===== src/rtl/cpu_pkg.sv =====
// rtl/cpu_pkg.sv - shared widths, reset PC and fetch types for the control path
package cpu_pkg;

    localparam int CPU_ADDR_WIDTH = 32;
    localparam int CPU_DATA_WIDTH = 32;
    localparam logic [CPU_ADDR_WIDTH-1:0] CPU_RESET_PC = 32'h0000_0000;
    localparam int INSTR_BYTES = 4;

    typedef enum logic {
        RUN   = 1'b0,
        FLUSH = 1'b1
    } fetch_state_t;

    typedef struct packed {
        logic [CPU_DATA_WIDTH-1:0] instr;
        logic [CPU_ADDR_WIDTH-1:0] pc;
    } fetch_entry_t;

endpackage


===== src/rtl/fetch_buffer.sv =====
// rtl/fetch_buffer.sv - 2-entry registered FIFO of fetched instructions
module fetch_buffer
    import cpu_pkg::*;
(
    input  logic         clk,
    input  logic         rst,
    input  logic         push,
    input  logic         pop,
    input  logic         flush,
    input  fetch_entry_t push_entry,
    output logic [1:0]   count,
    output fetch_entry_t head
);

    fetch_entry_t mem_q [2];
    logic         wr_ptr_q;
    logic         rd_ptr_q;
    logic [1:0]   count_q;

    // Storage and pointers; flush wins over a same-cycle push or pop.
    always_ff @(posedge clk) begin
        if (rst) begin
            mem_q[0] <= '0;
            mem_q[1] <= '0;
            wr_ptr_q <= 1'b0;
            rd_ptr_q <= 1'b0;
            count_q  <= 2'd0;
        end else if (flush) begin
            wr_ptr_q <= 1'b0;
            rd_ptr_q <= 1'b0;
            count_q  <= 2'd0;
        end else begin
            if (push) begin
                mem_q[wr_ptr_q] <= push_entry;
                wr_ptr_q        <= ~wr_ptr_q;
            end
            if (pop) begin
                rd_ptr_q <= ~rd_ptr_q;
            end
            count_q <= count_q + {1'b0, push} - {1'b0, pop};
        end
    end

    // Head of queue is presented straight from storage.
    always_comb begin
        head  = mem_q[rd_ptr_q];
        count = count_q;
    end

endmodule


===== src/rtl/fetch_unit.sv =====
// rtl/fetch_unit.sv - PC owner, imem request issue, branch redirect and fetch buffering
module fetch_unit
    import cpu_pkg::*;
#(
    parameter int ADDR_WIDTH = CPU_ADDR_WIDTH,
    parameter int DATA_WIDTH = CPU_DATA_WIDTH,
    parameter logic [ADDR_WIDTH-1:0] RESET_PC = ADDR_WIDTH'(CPU_RESET_PC)
) (
    input  logic                  clk,
    input  logic                  rst,
    output logic                  imem_req,
    output logic [ADDR_WIDTH-1:0] imem_addr,
    input  logic [DATA_WIDTH-1:0] imem_rdata,
    output logic [DATA_WIDTH-1:0] instr,
    output logic [ADDR_WIDTH-1:0] instr_pc,
    output logic                  instr_valid,
    input  logic                  instr_ready,
    input  logic                  PCSrc,
    input  logic [ADDR_WIDTH-1:0] ImmOp
);

    fetch_state_t          state_q, state_d;
    logic [ADDR_WIDTH-1:0] fetch_pc_q;
    logic [ADDR_WIDTH-1:0] issued_pc_q;
    logic                  inflight_q;

    logic                  pop;
    logic                  redirect_now;
    logic                  issue;
    logic                  push;
    logic [2:0]            occupancy;
    logic [ADDR_WIDTH-1:0] target;
    logic [1:0]            buf_count;
    fetch_entry_t          buf_head;
    fetch_entry_t          push_entry;

    // Handshake, redirect decision and the slot accounting that gates issue.
    always_comb begin
        instr_valid  = (buf_count != 2'd0);
        instr        = DATA_WIDTH'(buf_head.instr);
        instr_pc     = ADDR_WIDTH'(buf_head.pc);
        pop          = instr_valid && instr_ready;
        redirect_now = pop && PCSrc;
        target       = (instr_pc + ImmOp) & ~ADDR_WIDTH'(3);
        occupancy    = {1'b0, buf_count} + {2'b0, inflight_q} - {2'b0, pop};
        issue        = !rst && (occupancy < 3'd2) && !redirect_now;
        push_entry.instr = CPU_DATA_WIDTH'(imem_rdata);
        push_entry.pc    = CPU_ADDR_WIDTH'(issued_pc_q);
    end

    // FSM state register plus PC and in-flight tracking.
    always_ff @(posedge clk) begin
        if (rst) begin
            state_q     <= RUN;
            fetch_pc_q  <= RESET_PC;
            issued_pc_q <= '0;
            inflight_q  <= 1'b0;
        end else begin
            state_q    <= state_d;
            inflight_q <= issue;
            if (issue) begin
                issued_pc_q <= fetch_pc_q;
            end
            if (redirect_now) begin
                fetch_pc_q <= target;
            end else if (issue) begin
                fetch_pc_q <= fetch_pc_q + ADDR_WIDTH'(INSTR_BYTES);
            end
        end
    end

    // FLUSH lasts one cycle, only needed when a response is still on its way.
    always_comb begin
        state_d = state_q;
        case (state_q)
            RUN:     if (redirect_now && inflight_q) state_d = FLUSH;
            FLUSH:   state_d = RUN;
            default: state_d = RUN;
        endcase
    end

    // FSM outputs: responses are only kept in RUN; the request address is the fetch PC.
    always_comb begin
        push      = inflight_q && (state_q == RUN);
        imem_req  = issue;
        imem_addr = fetch_pc_q;
    end

    fetch_buffer u_buffer (
        .clk        (clk),
        .rst        (rst),
        .push       (push),
        .pop        (pop),
        .flush      (redirect_now),
        .push_entry (push_entry),
        .count      (buf_count),
        .head       (buf_head)
    );

endmodule

===== config.mk =====
export PLATFORM = sky130hd
export DESIGN_NAME = fetch_unit
export DESIGN_NICKNAME = d
export VERILOG_FILES = /design/src/rtl/cpu_pkg.sv /design/src/rtl/fetch_buffer.sv /design/src/rtl/fetch_unit.sv
export SDC_FILE = /design/constraint.sdc
export NUM_CORES = 1
export LEC_CHECK = 0
export BUFFER_PORTS_ARGS = -buffer_cell sky130_fd_sc_hd__buf_4
export CAP_MARGIN = 20
export CORE_MARGIN = 2
export CORE_UTILIZATION = 24
export DETAILED_ROUTE_END_ITERATION = 7
export GPL_ROUTABILITY_DRIVEN = 1
export PLACE_DENSITY = 0.4
export SYNTH_ARGS = -nofsm -noshare
export SYNTH_HDL_FRONTEND = slang
export SYNTH_SLANG_ARGS = --single-unit

===== constraint.sdc =====
create_clock -name clk -period 7.63 [get_ports clk]
set_input_delay 0.763 -clock clk [delete_from_list [all_inputs] [get_ports clk]]
set_output_delay 0.763 -clock clk [all_outputs]
set_load 0.1 [all_outputs]

==> results.py <==
metrics = {
    "floorplanning": {
        "boundaryPins": 166,
        "core-area_um2": 40600,
        "rows": 74,
        "die_w_um": 207,
        "fp.dieH_um": 207,
        "dieArea_um2": 42700,
        "start_util": 0.243,
    },
    "synthesis": {
        "ys_warn_count": 0,
        "synth_top_area_cell": "edfxtp_1",
        "yosysTopAreaCellShare": 0.378,
        "synth_cell_types": 69,
        "ys_ff_latch": 191,
        "avgSynthCellArea_um2": 11.1,
        "netlist_area_um2": 9860,
        "synth_area_leaders": "edfxtp_1, dfxtp_1, and2_1",
        "synth_common_cells": "and2_1, edfxtp_1, dfxtp_1, nand2_1, mux2_2",
        "synth.most_common_cell": "and2_1",
        "async_reset_ff_frac": 0,
        "synth_ff_type": "edfxtp_1",
        "synth-edff-count": 124,
        "yosysSeqAreaShare": 0.514,
        "netlist_instances": 885,
    },
    "timing": {
        "min_period_ns": 4.18,
        "hold_viol_final": 0,
        "finalCritPeriodShare": 0.548,
        "max_freq_mhz": 239,
        "finalSetupViolations": 0,
        "clock_skew_ns": 0.00696,
        "worst_pin_slew_ns": 0.969,
        "fin_setup_tns_ns": 0,
        "rsz0062_at_grt": "false",
        "hold_ws_ns": 0.475,
        "relSlewSlack": 0.354,
        "slew_viol_final": 0,
    },
    "drt": {
        "routed_wl_um": 28800,
        "dr_total_vias": 6917,
        "drc": 0,
        "vias_per_cell": 4.40,
        "wire_per_inst_um": 18.3,
        "postRouteAntennaNets": 0,
        "firstDrtPassIters": 6,
        "drt_iter0_markers": 221,
    },
    "cells_and_area": {
        "regArea_um2": 5070,
        "n_fill_cell": 4227,
        "drive_above_1_share": 0.270,
        "area_growth_pct": 24.1,
        "antennaDiodeCount": 0,
        "multi_input_area_um2": 4570,
        "final_nets": 1130,
    },
    "placed_design": {
        "hpwl_um": 19300,
        "io_buffers": 159,
        "gp_congestion": 0.793,
    },
    "global_routing": {
        "grt_max_degree": 63,
        "grt_pass1_wl_um": 43100,
        "grt_overflow": 0,
        "grt_pass1_vias": 6986,
        "grt.total_usage": 0.137,
        "antenna_found_initial": 1,
    },
    "power_and_ir_drop": {
        "ir_drop_uv": 124,
        "p_seq_frac": 0.320,
        "p_switching_mw": 1.90,
        "intPower_mw": 2.36,
        "comb_power_share": 0.441,
        "total_leakage_power_nw": 4.77,
        "power.density_nw_per_um2": 348,
        "p_clk_frac": 0.239,
        "sw_frac_of_total": 0.446,
    },
    "clock_tree": {
        "numCtsBuffers": 17,
        "cts_root_buf": "clkbuf_16",
        "post-cts-setup-buffers": 0,
        "htree_levels": 4,
        "clk_pin_slew_ns": 0.07,
        "clock_sinks": 191,
        "ctsLongestPathBuffers": 2,
        "postCtsHoldBufs": 0,
        "clk_latency_ns": 0.44,
        "cts_resized": 0,
        "cts_tree": "done",
    },
    "critical_path": {
        "cp.arrival_ns": 3.42,
        "cp_max_fo": 21,
        "start_kind": "flip-flop",
        "endpoint_kind": "primary output",
        "crit_required_ns": 6.87,
        "path_class": "reg -> out",
    },
    "flow_run": {
        "maxCapViolCount": 0,
    },
    "run_status": {
        "outcome": "complete, no violations",
    },
    "worst_hold_path": {
        "hold_path_class": "reg -> reg",
    },
}
power by group through the flow:
stage          Sequential, mW  Combinational, mW  Clock, mW
3_5_place_dp             1.39               1.90          0
5_1_grt                  1.38               2.01       1.09
6_report                 1.36               1.88       1.02
3_3_place_gp             1.39               1.91          0
2_1_floorplan            1.52               1.30          0
4_1_cts                  1.37               1.91       1.06
cells by family (layout without fill, tap and decap cells):
| logic type | after synthesis | after routing | share of synthesized area |
|---|---|---|---|
| adders and majority gates | 35 | 35 | 0.0459 |
| AOI/OAI and AO/OA | 146 | 146 | 0.102 |
| DFF | 191 | 191 | 0.514 |
| other | 1 | 4 | 0.000380 |
| xor gates and xnor gates | 53 | 53 | 0.0471 |
| and+or+nand+nor | 336 | 336 | 0.188 |
| buffers and inverters | 55 | 207 | 0.0258 |
| muxes | 68 | 68 | 0.0769 |
worst paths after layout:
| path | depth (start not counted) | start | slack, ns | to |
|---|---|---|---|---|
| min | 2 | issued_pc_q[27]$_SDFFE_PP0P_ | 0.48 | issued_pc_q[27]$_SDFFE_PP0P_ |
| max reg2reg | 11 | flip-flop | 3.65 | imem_addr[31]$_SDFFE_PP0P_ |
| max | 8 | u_buffer.count[1]$_SDFF_PP0_ | 3.45 | imem_req |
| min reg2reg | 2 | issued_pc_q[27]$_SDFFE_PP0P_ | 0.48 | issued_pc_q[27]$_SDFFE_PP0P_ |
worst max-delay path, stage by stage (launching register included):
cell and delay (ns):
dfxtp_1 0.32, inv_1 0.11, nand2_1 0.10, and2_1 0.20, nand2_1 0.64, nand2b_1 0.61
nor3_2 0.31, buf_4 0.31, buf_4 0.34
per-stage QoR:
stage	worst slack, ns	power (mW)	std cells	util	cell area [um^2]
6_report	3.45	4.26	1572	0.301	12200
5_1_grt	3.11	4.48	1572	0.301	12200
4_1_cts	3.33	4.34	1572	0.301	12200
3_5_place_dp	3.52	3.29	1540	0.285	11600
3_3_place_gp	3.55	3.29	1540	0.285	11600
2_1_floorplan	3.37	2.82	888	-	9870
cell type report:
type	count	share of cell area
flip-flops and latches	191	0.414
multi-input cells	642	0.373
repair buffers	167	0.102
well taps	532	0.0544
clock buffers	19	0.0354
clock inverters	13	0.0179
inverters	8	0.00245
routing by layer:
| metal | up-vias | share of wire | track usage |
|---|---|---|---|
| li1 | 3423 | - | - |
| met1 | 3325 | 0.46 | 0.174 |
| met2 | 137 | 0.47 | 0.225 |
| met3 | 30 | 0.054 | 0.0355 |
| met4 | 2 | 0.017 | 0.0446 |
| met5 | - | 0.00035 | 0 |
state kept, by name, indices dropped and copies added (netlist names), named ones only:
| register | flops |
|---|---|
| u_buffer.rd_ptr_q | 1 |
| u_buffer.mem_q | 124 |
| inflight_q | 1 |
| u_buffer.count | 2 |
| state_q | 1 |
| imem_addr | 30 |
| u_buffer.wr_ptr_q | 1 |
| issued_pc_q | 30 |
layout by cell type, fill, tap and decap left out, types with 4 or more instances in the layout:
cell type,Yosys,final
nor3_1,6,5
a31oi_1,6,6
xnor2_1,32,32
ha_1,33,33
nand2_1,65,65
conb_1,1,4
nand3_1,14,14
dfxtp_1,67,66
o22ai_1,10,10
clkinv_2,0,4
a211oi_1,16,16
a21o_1,13,13
nor2_1,43,42
inv_1,8,8
mux2_2,62,62
o21ai_1,5,5
o21ai_0,37,37
clkbuf_16,0,17
edfxtp_1,124,124
nand4_1,11,11
xor2_1,21,21
a21oi_1,24,24
o21bai_1,7,7
nor2b_1,5,5
buf_4,4,167
bufinv_16,0,6
nand2b_1,31,31
and3_1,11,10
mux2i_1,6,6
and2_1,130,130
(Power assumes the default switching activity.)
